## config.mk

```make
export PLATFORM = sky130hd
export DESIGN_NAME = alu_operand_loader
export DESIGN_NICKNAME = d
export VERILOG_FILES = /design/src/rtl/alu_operand_loader.sv
export SDC_FILE = /design/constraint.sdc
export NUM_CORES = 1
export LEC_CHECK = 0
export ABC_AREA = 1
export BUFFER_PORTS_ARGS = -buffer_cell sky130_fd_sc_hd__buf_4
export CELL_PAD_IN_SITES_DETAIL_PLACEMENT = 0
export CELL_PAD_IN_SITES_GLOBAL_PLACEMENT = 1
export CORE_ASPECT_RATIO = 1.1
export CORE_UTILIZATION = 34
export CTS_CLUSTER_SIZE = 14
export DETAILED_ROUTE_END_ITERATION = 6
export PLACE_DENSITY = 0.82
export SYNTH_ARGS = -nofsm -noshare
export SYNTH_HDL_FRONTEND = slang
export SYNTH_SLANG_ARGS = --single-unit
export TNS_END_PERCENT = 5
```

## constraint.sdc

```tcl
create_clock -name clk -period 1.2 [get_ports clk]
set_input_delay 0.12 -clock clk [delete_from_list [all_inputs] [get_ports clk]]
set_output_delay 0.12 -clock clk [all_outputs]
set_load 0.005 [all_outputs]
```

## src/rtl/alu_operand_loader.sv

```systemverilog
// ---------------------------------------------------------------------------
// alu_operand_loader
//
// Sequential front end of the Lab 3 ALU. Successive load pulses capture
// operand A, operand B and the opcode from the board switches. Each value is
// then held as a stable registered input to the combinational ALU. One cycle
// after the opcode is captured, the ALU result and carry are registered. The
// Z/N/C status flags for the display stage are derived from that register.
//
// Ports:
//   clk        - system clock, rising edge
//   rst_n      - asynchronous active-low reset
//   load       - single-cycle press pulse (debounced/edge-detected upstream)
//   clear      - synchronous abort back to LOAD_A, priority over load
//   sw_data    - switch value captured as operand A or B
//   sw_op      - switch value captured as the opcode
//   alu_result - combinational ALU output
//   alu_cout   - ALU carry/borrow out
//   op_a       - registered operand A
//   op_b       - registered operand B
//   alu_op     - registered opcode
//   result_q   - registered ALU result
//   flag_z     - result_q is zero
//   flag_n     - result_q sign bit
//   flag_c     - registered carry/borrow
//   done       - one-cycle pulse on the cycle result_q has just updated
//   state_o    - current state encoding for the LEDs
// ---------------------------------------------------------------------------
module alu_operand_loader #(
    parameter int N = 6
) (
    input  logic         clk,
    input  logic         rst_n,
    input  logic         load,
    input  logic         clear,
    input  logic [N-1:0] sw_data,
    input  logic [3:0]   sw_op,
    input  logic [N-1:0] alu_result,
    input  logic         alu_cout,
    output logic [N-1:0] op_a,
    output logic [N-1:0] op_b,
    output logic [3:0]   alu_op,
    output logic [N-1:0] result_q,
    output logic         flag_z,
    output logic         flag_n,
    output logic         flag_c,
    output logic         done,
    output logic [2:0]   state_o
);

    typedef enum logic [2:0] {
        LOAD_A  = 3'd0,
        LOAD_B  = 3'd1,
        LOAD_OP = 3'd2,
        EXEC    = 3'd3,
        SHOW    = 3'd4
    } state_t;

    state_t state;
    state_t next_state;

    // State register. Reset returns the sequence to the first operand.
    always_ff @(posedge clk or negedge rst_n) begin
        if (!rst_n) begin
            state <= LOAD_A;
        end else begin
            state <= next_state;
        end
    end

    // Next-state logic. clear wins over everything else. EXEC always
    // advances after one cycle regardless of load. A load from SHOW counts
    // as the first press of the next operation, so it jumps to LOAD_B.
    // Unused encodings fall back to LOAD_A.
    always_comb begin
        next_state = LOAD_A;
        if (!clear) begin
            case (state)
                LOAD_A:  next_state = load ? LOAD_B  : LOAD_A;
                LOAD_B:  next_state = load ? LOAD_OP : LOAD_B;
                LOAD_OP: next_state = load ? EXEC    : LOAD_OP;
                EXEC:    next_state = SHOW;
                SHOW:    next_state = load ? LOAD_B  : SHOW;
                default: next_state = LOAD_A;
            endcase
        end
    end

    // Datapath registers. Each capture is qualified by the current state.
    // The result and carry are taken at the closing edge of EXEC, and done is
    // raised on that same edge so it marks the first SHOW cycle only.
    // clear zeroes everything, which also cancels an in-flight EXEC capture.
    always_ff @(posedge clk or negedge rst_n) begin
        if (!rst_n) begin
            op_a     <= '0;
            op_b     <= '0;
            alu_op   <= '0;
            result_q <= '0;
            flag_c   <= 1'b0;
            done     <= 1'b0;
        end else if (clear) begin
            op_a     <= '0;
            op_b     <= '0;
            alu_op   <= '0;
            result_q <= '0;
            flag_c   <= 1'b0;
            done     <= 1'b0;
        end else begin
            done <= 1'b0;
            case (state)
                LOAD_A, SHOW: begin
                    if (load) begin
                        op_a <= sw_data;
                    end
                end
                LOAD_B: begin
                    if (load) begin
                        op_b <= sw_data;
                    end
                end
                LOAD_OP: begin
                    if (load) begin
                        alu_op <= sw_op;
                    end
                end
                EXEC: begin
                    result_q <= alu_result;
                    flag_c   <= alu_cout;
                    done     <= 1'b1;
                end
                default: begin
                end
            endcase
        end
    end

    // Z and N follow result_q directly, so they move on the same edge.
    assign flag_z  = (result_q == '0);
    assign flag_n  = result_q[N-1];
    assign state_o = state;

endmodule

```

==> results.yml, run 1 <==
synthesis:
  synth_seq_cells: 27
  synth_fp_nets: 169
  netlist_instances: 148
  ys_seq_area_frac: 0.526
  synth.distinct_cells: 20
  avgSynthCellArea_sq_um: 8.68
  synthesis.area_sq_um: 1280
  ys_warn_count: 0
sta:
  fin_crit_sh: 1.04
  maxSlewViolCount: 0
  fin_tns_setup_ns: -0.0421
  max-slew-margin-rel: 0.774
  max_freq_mhz: 805
  final.min_clock_period_ns: 1.24
  rsz0062_at_grt: "yes"
  tightestPinTransition_ns: 0.339
  finalSetupViolCount: 1
  setup_ws_ns: -0.0421
  hold_violations: 0
  fin_skew_ns: 0.00456
clock_tree:
  numCtsBuffers: 3
  clkTransAtPathRegs_ns: 0.09
  htree_num_levels: 1
  clock_sinks: 27
  cts_tree: "built"
  clock_latency_ns: 0.27
  clockBufferDepth: 2
  cts_root_buf: "clkbuf_8"
  postCtsSetupRepairBufs: 0
global_routing:
  groute.usage.overall: 0.155
  antenna_found_initial: 0
  grt_pass1_vias: 1049
  gr-total-overflow: 0
  grt_pass1_wl_um: 4690
  grt_max_degree: 28
setup_path:
  r2r-start: "state_o[1]"
  cp-end-kind: "output pin"
  critPathKind: "reg -> out"
  path_cells: "inv_2 -> nand4_1 -> nor3_1 -> buf_4"
  cpPeakStageDelay_ns: 0.41
  worstPathMaxFanout: 3
  crit_start: "result_q[5]"
  start_kind: "flip-flop"
  slowest_stage: "dfrtp_1"
  worstPathRequired_ns: 1.08
  arrival_ns: 1.12
layout:
  fillers: 378
  stdcell_count: 250
  seq_area_sq_um: 678
  diodes: 0
  multiInputGateArea_sq_um: 509
  drive_gt1_frac: 0.405
  layout_commonest_cell: "buf_4"
  fin_nets: 222
  mostFrequentLayoutCells: "buf_4 (51), nand2_1 (41), dfrtp_1 (25), nand3_1 (16), nor2_1 (14)"
  area_delta_synth_final_pct: 37.3
  stdcell_area_sq_um: 1760
power:
  clockPowerShare: 0.291
  vdd_drop_max_mv: 0.430
  pwr_density_cell_nw_per_um2: 1010
  p_sw_frac: 0.261
  pwr-share-seq: 0.549
  p_int_mw: 1.31
  switching_power_mw: 0.465
  p_comb_frac: 0.160
  p_leak_nw: 1.00
run_status:
  outcome: "finished with violations"
  violations: "setup timing"
floorplanning:
  fp-row-count: 23
  dieArea_sq_um: 4030
  die_y_um: 66.5
  pin_count: 50
  core_area_sq_um: 3630
  start_util: 0.354
  die_w_um: 60.6
drt:
  avgRoutedWirePerCell_um: 11.5
  route.detailed.drc: 0
  first_iter_violations: 41
  firstDrtPassIters: 4
  drtAntennaViolNets: 0
  wl_um: 2870
  via_per_inst: 4.40
  vias: 1101
placed_design:
  place_ws_ns: 0.0183
  hpwl_um: 2220
  portBuffers: 49
  place.gp.congestion: 0.821
  placedCellCount: 245
  dpl-instance-area_sq_um: 1700
run:
  cap_violations: 0
hold_path:
  worstHoldStart: "alu_cout"
  hold_class: "in -> reg"
cell families after synthesis:
kind of cell / count (synthesis) / synth area share
AO/OA/AOI/OAI: 8 / 0.0341
flip-flops: 27 / 0.526
buffers and inverters: 24 / 0.0798
AND/OR/NAND/NOR: 89 / 0.360
path summary, 6_finish.rpt:
kind | endpoint | slack [ns] | depth (start not counted)
hold reg to reg | flag_c | 0.52 | 2
hold / removal | flag_c | 0.04 | 3
min in group asynchronous | result_q[5] | 0.30 | 2
setup reg to reg | op_b[0] | 0.09 | 4
setup / recovery | flag_z | -0.04 | 4
max in group asynchronous | state_o[0] | 0.63 | 2
per-layer routing:
metal | routed length, um | vias to the layer above | global-route usage
met5 | 0 | - | 0
met4 | 50 | 0 | 0.0540
met3 | 124 | 5 | 0.0117
met2 | 1410 | 34 | 0.257
met1 | 1280 | 505 | 0.210
li1 | - | 557 | -
per-stage QoR:
| step | hold slack, ns | power (mW) | util |
|---|---|---|---|
| final | 0.0415 | 1.78 | 0.487 |
| after global routing | 0.0417 | 1.87 | 0.487 |
| after CTS | 0.0471 | 1.79 | 0.486 |
| after detailed placement | 0.0505 | 1.28 | 0.470 |
| after global placement | 0.0492 | 1.27 | 0.470 |
| after floorplan | -0.176 | 1.12 | - |
registers in the layout, indices dropped and copies added (netlist names):
| name | flops |
|---|---|
| state_o | 3 |
| result_q | 6 |
| alu_op | 4 |
| done | 1 |
| flag_c | 1 |
| op_a | 6 |
| op_b | 6 |
cell usage after synthesis (all sizes together):
master	count	area [sq um]
buf	4	27.5
dfrtp	27	676
inv	20	75.1
nand4	1	6.26
a21oi	3	18.8
nand2	49	219
nand3	18	108
o21ai	5	25.0
nor3	1	5.00
nor2	20	125
layout make-up:
type                            count  area share
Inverter                           20      0.0426
Multi-Input combinational cell     97       0.289
Timing Repair Buffer               52       0.223
Clock inverter                      1     0.00284
Clock buffer                        3      0.0234
Tap cell                           50      0.0355
Sequential cell                    27       0.384
critical path, delay by kind of cell, from the launching register on:
family	cells	cell delay, ns
AND/OR/NAND/NOR	2	0.24
buffers and inverters	2	0.20
flip-flops	1	0.41
what timing repair did:
| action | in CTS | in global routing |
|---|---|---|
| hold endpoints to repair | 27 | 0 |
| setup endpoints to repair | 2 | 7 |
| resized for setup | 1 | 4 |
| pin swaps | 0 | 0 |
| hold buffers | 1 | 0 |
power groups by stage:
stage               Clock (mW)  Combinational (mW)  Sequential, mW
floorplan                    0               0.128           0.993
global placement             0               0.280           0.991
detailed placement           0               0.285           0.993
CTS                      0.528               0.289           0.976
global route             0.571               0.317           0.983
finish                   0.518               0.284           0.977
Power figures use the tool's default switching activity.
==> inputs of run 2 (changes only) <==
--- a/config.mk
+++ b/config.mk
@@ -14,6 +14,7 @@
 export CTS_CLUSTER_SIZE = 14
 export DETAILED_ROUTE_END_ITERATION = 6
 export PLACE_DENSITY = 0.82
+export REMOVE_ABC_BUFFERS = 1
 export SYNTH_ARGS = -nofsm -noshare
 export SYNTH_HDL_FRONTEND = slang
 export SYNTH_SLANG_ARGS = --single-unit
==> run 2 against run 1 <==
Effect of this change: the flow still finishes with violations (setup timing); highest routed layer unchanged; sequential power barely moved; utilization grew 0.55 points; worst hold slack better by 0.0070 ns; critical endpoint unchanged.
==> results.yml, run 2 (synthesis gave the netlist of run 1 again) <==
placed_design:
  hpwl_um: 2270
  dpl-instance-area_sq_um: 1700
  placedCellCount: 245
  place.gp.congestion: 0.711
  portBuffers: 49
setup_path:
  worstPathRequired_ns: 1.08
  start_kind: "flip-flop"
  worstPathMaxFanout: 2
  critPathKind: "reg -> out"
  r2r-start: "state_o[0]"
  cp-end-kind: "output pin"
  reg2reg_slack_ns: 0.09
  r2r_cells: 5
  arrival_ns: 1.10
  worst_r2r_endpoint: "op_a[2]"
layout:
  layout_commonest_cell: "buf_4"
  fillers: 380
  seq_area_sq_um: 678
  diodes: 0
  reg.largest.list: "op_a: 6 flops, op_b: 6 flops, result_q: 6 flops"
  stdcell_count: 252
  mostFrequentLayoutCells: "buf_4 (53), nand2_1 (41), dfrtp_1 (25), nand3_1 (16), nor2_1 (14)"
  area_delta_synth_final_pct: 38.9
  stdcell_area_sq_um: 1780
  fin_nets: 224
  multiInputGateArea_sq_um: 514
  drive_gt1_frac: 0.421
global_routing:
  grt_max_degree: 28
  grt_pass1_wl_um: 5040
  groute.usage.overall: 0.165
  antenna_found_initial: 0
  gr-total-overflow: 0
  grt_pass1_vias: 1161
clock_tree:
  clockBufferDepth: 2
  cts_tree: "built"
  clock_sinks: 27
  numCtsBuffers: 3
  cts_root_buf: "clkbuf_8"
  clock_latency_ns: 0.26
  htree_num_levels: 1
  clkTransAtPathRegs_ns: 0.09
hold_path:
  hold-path-endpoint: "flag_c"
  hold_class: "in -> reg"
  worstHoldPathCells: 3
  worstHoldStart: "alu_cout"
sta:
  maxSlewViolCount: 0
  max_freq_mhz: 820
  final.min_clock_period_ns: 1.22
  setup_ws_ns: -0.0203
  hold_violations: 0
  fin_skew_ns: 0.00155
  fin_tns_setup_ns: -0.0203
  tightestPinTransition_ns: 0.348
  finalSetupViolCount: 1
  fin_crit_sh: 1.02
  max-slew-margin-rel: 0.768
  rsz0062_at_grt: "yes"
floorplanning:
  start_util: 0.354
  die_y_um: 66.5
  die_w_um: 60.6
  fp-row-count: 23
  dieArea_sq_um: 4030
  pin_count: 50
  core_area_sq_um: 3630
drt:
  first_iter_violations: 56
  firstDrtPassIters: 5
  vias: 1133
  via_per_inst: 4.50
  avgRoutedWirePerCell_um: 11.7
  drtAntennaViolNets: 0
  wl_um: 2940
  route.detailed.drc: 0
run_status:
  violations: "setup timing"
  outcome: "finished with violations"
power:
  vdd_drop_max_mv: 0.560
  p_leak_nw: 1.01
  power_mw: 1.77
  pwr_density_cell_nw_per_um2: 991
run:
  cap_violations: 0
## run 2: changes by cell type in the layout (fill, tap and decap cells not counted), sizes merged
| cell | previous run | this run |
|---|---|---|
| buf | 51 | 53 |
## run 2: worst max-delay path by stage
stage,depth (start not counted),to,slack [ns],start
after CTS,4,flag_z,-0.05,result_q[5]
after global placement,5,op_a[3],0.05,state_o[1]
after floorplan,5,op_a[0],0.16,state_o[1]
after detailed placement,5,op_a[2],0.01,state_o[1]
final,4,flag_z,-0.02,result_q[5]
after global routing,4,flag_z,-0.08,result_q[4]
## run 2: report_power, final
part | internal, mW | total, mW | switching, mW
sequential | 0.947 | 0.978 | 0.0311
combinational | 0.137 | 0.288 | 0.152
clock | 0.232 | 0.502 | 0.270
## run 2: area by class of cell
class	instances	share of cell area
Sequential cell	27	0.380
Multi-Input combinational cell	97	0.288
Timing Repair Buffer	54	0.229
Inverter	20	0.0421
Tap cell	50	0.0351
Clock buffer	3	0.0231
Clock inverter	1	0.00281
## run 2: through the flow
stage | hold WS [ns] | worst slack [ns] | util
final | 0.0485 | -0.0203 | 0.492
after global routing | 0.0607 | -0.0843 | 0.492
after CTS | 0.0480 | -0.0459 | 0.488
after detailed placement | 0.0562 | 0.0140 | 0.470
after global placement | 0.0485 | 0.0502 | 0.470
after floorplan | -0.176 | 0.157 | -
## run 2: repair_timing
action                                  4_1_cts  5_1_grt
pin swaps                                     0        0
gates resized for setup                       1        6
hold buffers                                  1        0
buffers inserted                              1        1
endpoints found under the setup margin        4       16
endpoints found under the hold margin        27        0
## run 2: metal layers
metal	part of all wire	global-route usage	up-vias
met5	0	0	-
met3	0.034	0.0272	2
met1	0.43	0.210	542
met4	0.0092	0.0341	0
met2	0.52	0.291	23
li1	-	-	566
## run 2: worst max-delay path: stages (launching register included)
cell and delay (ns):
dfrtp_1 0.42, inv_2 0.06, nand4_1 0.11, nor3_2 0.12
buf_4 0.13
